## src/rtl/mod_writeback_rf_if.sv

```systemverilog
// EX/WB bundle and store-acknowledge handshake between execute, writeback and memory.
// The master side presents bundles and acknowledges stores; the slave side is the writeback stage.
interface mod_writeback_rf_if #(
    parameter int IDX_W  = 4,
    parameter int DATA_W = 64
);
    logic              wb_valid;
    logic              wb_ready;
    logic              wb_dst0_en;
    logic [IDX_W-1:0]  wb_dst0_idx;
    logic [DATA_W-1:0] wb_dst0_data;
    logic              wb_dst1_en;
    logic [IDX_W-1:0]  wb_dst1_idx;
    logic [DATA_W-1:0] wb_dst1_data;
    logic [1:0]        wb_sp_adj;
    logic              wb_store;
    logic              wb_end;
    logic              store_ack;
    logic              store_req;

    modport master (
        output wb_valid, wb_dst0_en, wb_dst0_idx, wb_dst0_data,
               wb_dst1_en, wb_dst1_idx, wb_dst1_data, wb_sp_adj,
               wb_store, wb_end, store_ack,
        input  wb_ready, store_req
    );

    modport slave (
        input  wb_valid, wb_dst0_en, wb_dst0_idx, wb_dst0_data,
               wb_dst1_en, wb_dst1_idx, wb_dst1_data, wb_sp_adj,
               wb_store, wb_end, store_ack,
        output wb_ready, store_req
    );
endinterface

```

## src/rtl/mod_writeback_rf.sv

```systemverilog
// Writeback stage owning the architectural register file: two write ports, SP adjust, store wait, halt.
// Optional same-cycle read bypass (byp_idx/byp_data) is enabled by defining WB_BYPASS_EN.
module mod_writeback_rf #(
    parameter int                NUM_REGS = 16,
    parameter int                DATA_W   = 64,
    parameter int                IDX_W    = 4,
    parameter int                SP_IDX   = 4,
    parameter int                SP_STEP  = 8,
    parameter logic [DATA_W-1:0] SP_RESET = 64'h0000_0000_7FFF_F000,
    parameter int                CNT_W    = 32
) (
    input  logic                       clk,
    input  logic                       reset,
    mod_writeback_rf_if.slave          wb,
`ifdef WB_BYPASS_EN
    input  logic [IDX_W-1:0]           byp_idx,
    output logic [DATA_W-1:0]          byp_data,
`endif
    output logic [NUM_REGS*DATA_W-1:0] regfile,
    output logic                       halted,
    output logic [CNT_W-1:0]           retire_cnt
);

    typedef enum logic [1:0] {
        ST_RUN,
        ST_STORE_WAIT,
        ST_HALT
    } state_e;

    state_e            state_q, state_d;
    logic              end_pend_q, end_pend_d;
    logic [CNT_W-1:0]  retire_cnt_q, retire_cnt_d;
    logic [DATA_W-1:0] rf_q [NUM_REGS];
    logic [DATA_W-1:0] rf_d [NUM_REGS];
    logic              ready;
    logic              accept;

    assign ready        = (state_q == ST_RUN);
    assign accept       = wb.wb_valid && ready;
    assign wb.wb_ready  = ready;
    assign wb.store_req = (state_q == ST_STORE_WAIT);
    assign halted       = (state_q == ST_HALT);
    assign retire_cnt   = retire_cnt_q;

    // NOTE: every variable gets its default before any branch so no path leaves it unassigned (no latch).
    always_comb begin
        state_d    = state_q;
        end_pend_d = end_pend_q;
        case (state_q)
            ST_RUN: begin
                if (accept) begin
                    if (wb.wb_store) begin
                        state_d    = ST_STORE_WAIT;
                        end_pend_d = wb.wb_end;
                    end else if (wb.wb_end) begin
                        state_d = ST_HALT;
                    end
                end
            end
            ST_STORE_WAIT: begin
                if (wb.store_ack) begin
                    state_d = end_pend_q ? ST_HALT : ST_RUN;
                end
            end
            ST_HALT: state_d = ST_HALT;
            default: state_d = ST_RUN;
        endcase
    end

    // Later assignments win: SP adjust, then dst1, then dst0.
    always_comb begin
        rf_d         = rf_q;
        retire_cnt_d = retire_cnt_q;
        if (accept) begin
            retire_cnt_d = retire_cnt_q + 1'b1;
            case (wb.wb_sp_adj)
                2'b01:   rf_d[SP_IDX] = rf_q[SP_IDX] + DATA_W'(SP_STEP);
                2'b10:   rf_d[SP_IDX] = rf_q[SP_IDX] - DATA_W'(SP_STEP);
                default: ;
            endcase
            for (int i = 0; i < NUM_REGS; i++) begin
                if (wb.wb_dst1_en && wb.wb_dst1_idx == IDX_W'(i)) rf_d[i] = wb.wb_dst1_data;
            end
            for (int i = 0; i < NUM_REGS; i++) begin
                if (wb.wb_dst0_en && wb.wb_dst0_idx == IDX_W'(i)) rf_d[i] = wb.wb_dst0_data;
            end
        end
    end

    // NOTE: sequential state uses non-blocking assignments so all flops update from pre-edge values.
    always_ff @(posedge clk or posedge reset) begin
        if (reset) begin
            state_q      <= ST_RUN;
            end_pend_q   <= 1'b0;
            retire_cnt_q <= '0;
        end else begin
            state_q      <= state_d;
            end_pend_q   <= end_pend_d;
            retire_cnt_q <= retire_cnt_d;
        end
    end

    // NOTE: the register array is reset because its contents are architectural state with defined reset values.
    always_ff @(posedge clk or posedge reset) begin
        if (reset) begin
            for (int i = 0; i < NUM_REGS; i++) begin
                rf_q[i] <= (i == SP_IDX) ? SP_RESET : '0;
            end
        end else begin
            for (int i = 0; i < NUM_REGS; i++) begin
                rf_q[i] <= rf_d[i];
            end
        end
    end

    always_comb begin
        regfile = '0;
        for (int i = 0; i < NUM_REGS; i++) begin
            regfile[i*DATA_W +: DATA_W] = rf_q[i];
        end
    end

`ifdef WB_BYPASS_EN
    // rf_d already holds the post-accept value, including port priority.
    always_comb begin
        byp_data = '0;
        for (int i = 0; i < NUM_REGS; i++) begin
            if (byp_idx == IDX_W'(i)) byp_data = rf_d[i];
        end
    end
`endif

endmodule

```

## src/flat_wrapper.sv

```systemverilog
// flat-port wrapper written by rule: the top's interface ports become plain ports
module mod_writeback_rf_flat 
#(
    parameter int                NUM_REGS = 16,
    parameter int                DATA_W   = 64,
    parameter int                IDX_W    = 4,
    parameter int                SP_IDX   = 4,
    parameter int                SP_STEP  = 8,
    parameter logic [DATA_W-1:0] SP_RESET = 64'h0000_0000_7FFF_F000,
    parameter int                CNT_W    = 32
)
  (clk, reset, regfile, halted, retire_cnt, wb_wb_valid, wb_wb_dst0_en, wb_wb_dst0_idx, wb_wb_dst0_data, wb_wb_dst1_en, wb_wb_dst1_idx, wb_wb_dst1_data, wb_wb_sp_adj, wb_wb_store, wb_wb_end, wb_store_ack, wb_wb_ready, wb_store_req);
  mod_writeback_rf_if #(.IDX_W(IDX_W), .DATA_W(DATA_W)) wb_i ();
  input  logic clk;
  input  logic reset;
  output logic [NUM_REGS*DATA_W-1:0] regfile;
  output logic halted;
  output logic [CNT_W-1:0] retire_cnt;
  input wire logic [$bits(wb_i.wb_valid)-1:0] wb_wb_valid;
  input wire logic [$bits(wb_i.wb_dst0_en)-1:0] wb_wb_dst0_en;
  input wire logic [$bits(wb_i.wb_dst0_idx)-1:0] wb_wb_dst0_idx;
  input wire logic [$bits(wb_i.wb_dst0_data)-1:0] wb_wb_dst0_data;
  input wire logic [$bits(wb_i.wb_dst1_en)-1:0] wb_wb_dst1_en;
  input wire logic [$bits(wb_i.wb_dst1_idx)-1:0] wb_wb_dst1_idx;
  input wire logic [$bits(wb_i.wb_dst1_data)-1:0] wb_wb_dst1_data;
  input wire logic [$bits(wb_i.wb_sp_adj)-1:0] wb_wb_sp_adj;
  input wire logic [$bits(wb_i.wb_store)-1:0] wb_wb_store;
  input wire logic [$bits(wb_i.wb_end)-1:0] wb_wb_end;
  input wire logic [$bits(wb_i.store_ack)-1:0] wb_store_ack;
  output wire logic [$bits(wb_i.wb_ready)-1:0] wb_wb_ready;
  output wire logic [$bits(wb_i.store_req)-1:0] wb_store_req;
  assign wb_i.wb_valid = wb_wb_valid;
  assign wb_i.wb_dst0_en = wb_wb_dst0_en;
  assign wb_i.wb_dst0_idx = wb_wb_dst0_idx;
  assign wb_i.wb_dst0_data = wb_wb_dst0_data;
  assign wb_i.wb_dst1_en = wb_wb_dst1_en;
  assign wb_i.wb_dst1_idx = wb_wb_dst1_idx;
  assign wb_i.wb_dst1_data = wb_wb_dst1_data;
  assign wb_i.wb_sp_adj = wb_wb_sp_adj;
  assign wb_i.wb_store = wb_wb_store;
  assign wb_i.wb_end = wb_wb_end;
  assign wb_i.store_ack = wb_store_ack;
  assign wb_wb_ready = wb_i.wb_ready;
  assign wb_store_req = wb_i.store_req;
  mod_writeback_rf #(.NUM_REGS(NUM_REGS), .DATA_W(DATA_W), .IDX_W(IDX_W), .SP_IDX(SP_IDX), .SP_STEP(SP_STEP), .SP_RESET(SP_RESET), .CNT_W(CNT_W)) u_core (.clk(clk), .reset(reset), .wb(wb_i), .regfile(regfile), .halted(halted), .retire_cnt(retire_cnt));
endmodule
```

## config.mk

```make
export PLATFORM = sky130hd
export DESIGN_NAME = mod_writeback_rf_flat
export DESIGN_NICKNAME = d
export VERILOG_FILES = /design/src/rtl/mod_writeback_rf_if.sv /design/src/rtl/mod_writeback_rf.sv /design/src/flat_wrapper.sv
export SDC_FILE = /design/constraint.sdc
export NUM_CORES = 2
export LEC_CHECK = 0
export ABC_AREA = 1
export CAP_MARGIN = 0
export CELL_PAD_IN_SITES_DETAIL_PLACEMENT = 0
export CELL_PAD_IN_SITES_GLOBAL_PLACEMENT = 1
export CORE_AREA = 8 8 463 465
export CTS_BUF_LIST = sky130_fd_sc_hd__clkbuf_8
export CTS_CLUSTER_DIAMETER = 40
export DETAILED_ROUTE_END_ITERATION = 6
export DIE_AREA = 0 0 471 473
export DONT_BUFFER_PORTS = 1
export GPL_ROUTABILITY_DRIVEN = 1
export PLACE_DENSITY = 0.55
export SYNTH_ARGS = -nofsm -noshare
export SYNTH_HDL_FRONTEND = slang
export SYNTH_SLANG_ARGS = --single-unit
export TNS_END_PERCENT = 50
```

## constraint.sdc

```tcl
create_clock -name clk -period 31.9 [get_ports clk]
set_input_delay 0 -clock clk [delete_from_list [all_inputs] [get_ports clk]]
set_output_delay 0 -clock clk [all_outputs]
set_load 0.005 [all_outputs]
```

# [Word level (Yosys, flattened, before mapping)]
# Cells that the tools add are included.
[totals] ff_bits=1059 in_bits=146 out_inout_bits=1059 elab_cells=168
[op_classes] n_addsub=3 n_eq_ne=37 muxes=39 reduce_logical=70
[op_table] op="$mux 64" count=32
[op_table] op="$pmux 64 s2" count=1
[op_table] op="$add 64x4->64 const B" count=1
[op_table] op="$eq 4x4->1 const B" count=16
[op_table] op="$sub 64x4->64 const B" count=1
[op_table] op="$logic_and 1x1->1" count=33
[op_table] op="$add 32x1->32 const B" count=1
[op_table] op="$eq 4x3->1 const B" count=8
[op_table] op="$reduce_and 2->1" count=16
[op_table] op="$reduce_bool 2->1" count=15
[op_table] op="$eq 4x2->1 const B" count=4
[op_table] op="$mux 2" count=5
[op_table] op="$eq 4x1->1 const B" count=2
[op_table] op="$logic_not 4->1" count=2
[op_table] op="$pmux 2 s3" count=1
[op_table] op="$reduce_and 3->1" count=2
[op_table] op="$eq 2x1->1 const B" count=2
[op_table] op="$eq 2x2->1 const B" count=2
[op_table] op="$ne 2x2->1 const B" count=2
[op_table] op="$reduce_bool 4->1" count=1
[op_table] op="$ne 3x3->1 const B" count=1
[op_table] op="$logic_not 2->1" count=1

# [Depth between registers and ports, before layout]
[depth] depth_word=4 ltp_mapped=23 mapped_depth_nobuf=22

# [Worst setup path after synthesis]
# Ideal clock, no wire load.
[synth_timing] path_kind="register to register" from="register u_core.retire_cnt_q[0] (netlist: u_core.retire_cnt[0])" to="register u_core.retire_cnt_q[30] (netlist: u_core.retire_cnt[30])" setup_time_ns=0.123 arrival_ns=1.957 required_time_ns=31.777 path_slack_ns=29.820 path_stages_with_launch=14 path_buffers=0 synth_period_minus_slack_ns=2.080 cell_sequence="dfrtp_1 ha_1 inv_1 nor2_1 nand3_1 nor2_2 nand3_2 nor3_2 nand2_1 nor3_2 nand2_1 nor2_1 nand2_1 xnor2_1"
[synth_via] elab_chain_cells=1
[synth_rtl] item="start: declaration" line="mod_writeback_rf.sv:32" text="logic [CNT_W-1:0] retire_cnt_q, retire_cnt_d;"
[synth_rtl] item="start signal: assignment" line="mod_writeback_rf.sv:99" text="retire_cnt_q <= retire_cnt_d;"
[synth_rtl] item="$add 32x1->32" line="mod_writeback_rf.sv:75" text="retire_cnt_d = retire_cnt_q + 1'b1;"
# No other way between the ends.
# A chain may end at the register's enable or synchronous reset.

# [Worst setup path after layout]
[layout_timing] from="input wb_wb_dst0_idx[1]" to="register u_core.rf_q (netlist bit u_core.regfile[198])"
[layout_via] elab_chain_cells=4 elab_cells_between_ends=5 classes_between="eq/ne: 1; mux: 1; reduce/logical: 3"
[layout_rtl] item="start: declaration" line="flat_wrapper.sv:21" text="input wire logic [$bits(wb_i.wb_dst0_idx)-1:0] wb_wb_dst0_idx;"
[layout_rtl] item="$eq 4x2->1 (*)" line="mod_writeback_rf.sv:85" text="if (wb.wb_dst0_en && wb.wb_dst0_idx == IDX_W'(i)) rf_d[i] = wb.wb_dst0_data;"
[layout_rtl] item="$logic_and 1x1->1 (*)" line="mod_writeback_rf.sv:85"
[layout_rtl] item="$reduce_bool 2->1 (no source line)"
[layout_rtl] item="$reduce_and 2->1 (no source line)"
[layout_rtl] item="end signal: indexed assignment" line="mod_writeback_rf.sv:107" text="rf_q[i] <= (i == SP_IDX) ? SP_RESET : '0;"
[layout_rtl] item="end signal: indexed assignment" line="mod_writeback_rf.sv:111" text="rf_q[i] <= rf_d[i];"
[layout_rtl] item="end: declaration" line="mod_writeback_rf.sv:33" text="logic [DATA_W-1:0] rf_q [NUM_REGS];"
# Every way passes the cells marked *; elsewhere a longest branch is shown, timed or not.

==> metrics.csv <==
metric,value,unit
GR Overflow Total,0,
die area,223000,sq um
failing checks,design-rule violations,
hold_buf cts,681,
CP most frequent cell,dlygate4sd3_1,
Final min period,4.81,ns
DIE HEIGHT,473,microns
FF-to-FF End,u_core.regfile[318],
routed wire length per instance,34.4,microns
mapped cell area,55100,sq um
CP Depth,12,
unrepaired setup endpoints after global routing,no,
"CTS clk-pin slew, worst paths",0.07,ns
Overall Power,3.59,mW
switching portion of total power,28.3,%
"Seq/Total Area, Yosys",48.1,%
vias in the first global route,56000,
Post-synth EDFFs,0,
metal2 WL,172,mm
worst reg-to-reg path cell count,12,
Clock power frac,52.1,%
Slew HR,15.4,%
synth-to-layout area growth,28.4,%
biggest area consumer among synthesized cells,dfrtp_1,
ys flop type,dfrtp_1,
Die W,471,microns
share of the synthesized area in the top cell type,47.2,%
Worst R2R Start,u_core.state_q[0],
Max Clock Freq,208,MHz
Post-synth ARST share,100,%
post-route setup TNS,0,ns
worst vdd ir,0.0000411,V
drt drc,1,
Max Used Layer,met5,
Worst Tran Pin Value,1.27,ns
Mapped Nets,7681,
status,"complete, but fails checks",
vias per cell,5.39,
Worst setup SP type,input pin,
post-CTS setup buffers,0,
CTS buffer count,237,
Final Cycle Share,15.1,%
FP Rows,167,
# resized after CTS,0,
routed via count,58300,
hold path depth,5,
fill count,21900,
CP max-delay cell,dlygate4sd3_1,
CP cell instances,dlygate4sd3_1 > nand2_4 > dlygate4sd3_1 > nor2_4 > dlygate4sd3_1 > buf_4 > nand2_4 > a21oi_4 > buf_4 > buf_4 > a31oi_1 > dlygate4sd3_1,
H-tree Lvls,4,
GRT Total Usage,32.0,%
IO buf count,0,
Final Hold Vio Count,0,
leak pwr,34.5,nW
syn_area_per_cell,7.32,sq um
net switching power,1.01,mW
clk_lat worst skew,1.01,ns
antenna violations before repair,34,
antenna-violating nets left,0,
Hold WC Path Type,in -> reg,
Crit Path Category,in -> reg,
CP top delay family,buffers and inverters,
layout cells sized above 1,8.87,%
"count leader, synth",nor2_1,
Critical Path AT,5.69,ns
metal3 WL,37.3,mm
crit-path max FO,71,
Buf/Inv on CP,7,
Synth Warn #,0,
CTS tree,yes,
CTS Buffer Depth,3,
Worst setup EP type,register,
first-pass GRT wire length,502,mm
sequential share of power,37.5,%
max_cap viols,0,
gate count of the mapped netlist,7531,
io pins,1205,
CTS Root Cell,clkbuf_8,
Pwr per Cell Area,50.7,nW/um^2
TritonRoute pass-1 iters,7,
global placement routability congestion,0.912,
CTS Sinks,1059,
clk_skew,0.0754,ns
combinational share of power,10.4,%
Setup-failing EPs final,0,
max incr delay on CP,0.81,ns
Post-synth top cells,"nor2_1, nand2_1, a21oi_1",
1st-iter DRT viols,5366,
hold_sp,wb_wb_dst0_data[6],
Synth cell types,39,
R2R setup slack,27.28,ns
Internal,2.57,mW
DPL Wire Length,245,mm
Synth area leaders,"dfrtp_1, nor2_1, nand2_1, a21oi_1, a31oi_1",
M1 WL,135,mm
worst path required time,32.79,ns
register bit total from synthesis,1059,
Initial Utilization,26.7,%
worst min-delay path endpoint,u_core.regfile[518],
largest net degree at the start of global routing,152,
Post-Route WL,373,mm
core box area,206000,sq um
pins over their slew limit,0,
Nets,8044,
[state kept, by name, indices dropped and copies added (netlist names)]
register,flops
u_core.regfile,1024
u_core.retire_cnt,32
u_core.state_q,2
u_core.end_pend_q,1
[stage by stage]
step                      setup slack [ns]  area, sq um  utilization (%)  instances  hold slack, ns
after floorplan                       2.12        55100                -       7531           0.135
after global placement               27.24        57100             27.7       9678          0.0595
after detailed placement             27.27        57100             27.7       9678          0.0581
after CTS                            27.12        70700             34.3      10800         0.00118
after global routing                 26.94        70700             34.3      10800          0.0608
final                                27.09        70800             34.3      10800           0.122
[worst min-delay path, stage by stage]
cell and delay [ns]:
dlygate4sd3_1 0.60, buf_12 0.16, buf_12 0.16, nand3_1 0.09, a31oi_1 0.08
[metal layers]
metal  global-route usage (%)  vias to the layer above
met4                     20.1                        8
met3                     11.7                      853
met2                     52.4                     3062
li1                         -                    25500
met1                     35.3                    28800
met5                        0                        -
[cell families (layout without fill, tap and decap cells)]
| family | after synthesis | after routing | synth area share [%] |
|---|---|---|---|
| buffers and inverters | 1044 | 1605 | 7.35 |
| adder cells (fa/ha/maj) | 4 | 4 | 0.0908 |
| flip-flops | 1059 | 1059 | 48.1 |
| XOR/XNOR | 63 | 63 | 1.11 |
| AND/OR/NAND/NOR | 3562 | 3562 | 25.7 |
| other | 0 | 18 | 0 |
| AO/OA/AOI/OAI | 1798 | 1798 | 17.6 |
| multiplexers | 1 | 1 | 0.0204 |
[worst max-delay path by stage]
stage,startpoint,end,slack [ns]
2_1_floorplan,reset,u_core.end_pend_q,2.12
3_3_place_gp,wb_wb_dst0_idx[3],u_core.regfile[318],27.24
3_5_place_dp,wb_wb_dst0_idx[3],u_core.regfile[318],27.27
4_1_cts,u_core.state_q[0],u_core.regfile[318],27.12
5_1_grt,wb_wb_dst0_idx[1],u_core.regfile[198],26.94
6_report,wb_wb_dst0_idx[1],u_core.regfile[198],27.09
[area by class of cell]
cell class | count | area (sq um) | share of cell area (%)
inverter | 391 | 1490 | 2.10
clock inverter | 143 | 1720 | 2.43
sequential | 1059 | 26500 | 37.5
tap | 2704 | 3380 | 4.78
multi-input combinational | 5428 | 24900 | 35.2
timing repair buffer | 777 | 8650 | 12.2
antenna | 18 | 45.0 | 0.0636
clock buffer | 294 | 4050 | 5.72
[power groups by stage]
stage	Clock, mW	Sequential (mW)	Combinational (mW)
6_report	1.87	1.34	0.373
3_3_place_gp	0	1.37	0.212
4_1_cts	1.89	1.34	0.373
2_1_floorplan	0	1.37	0.147
5_1_grt	1.95	1.34	0.390
3_5_place_dp	0	1.37	0.213
[layout by cell type, fill, tap and decap left out, types with 4 or more instances in the layout]
cell              n
o21ai_1           6
o211ai_1          8
dlygate4sd3_1   581
nand2_4           8
nor2_2           32
clkinv_2         31
a21oi_1        1061
buf_4            88
a31oi_1         514
nand3_4           8
nand2_2          11
nor2_4            7
diode_2          18
xor2_2            8
dfrtp_1        1040
o21ai_0         180
nor2_1         1568
dfstp_2          19
inv_2            12
nor3_1           19
clkinv_8          4
inv_4             4
buf_12          107
clkbuf_8        294
nand4_1          12
nand3_1         440
bufinv_16        36
a21oi_4          14
inv_1           425
nand2_1        1442
clkinvlp_4       12
nor3_2            4
xor2_1           31
xnor2_1          24
o21bai_1          6
Power figures use the tool's default switching activity.
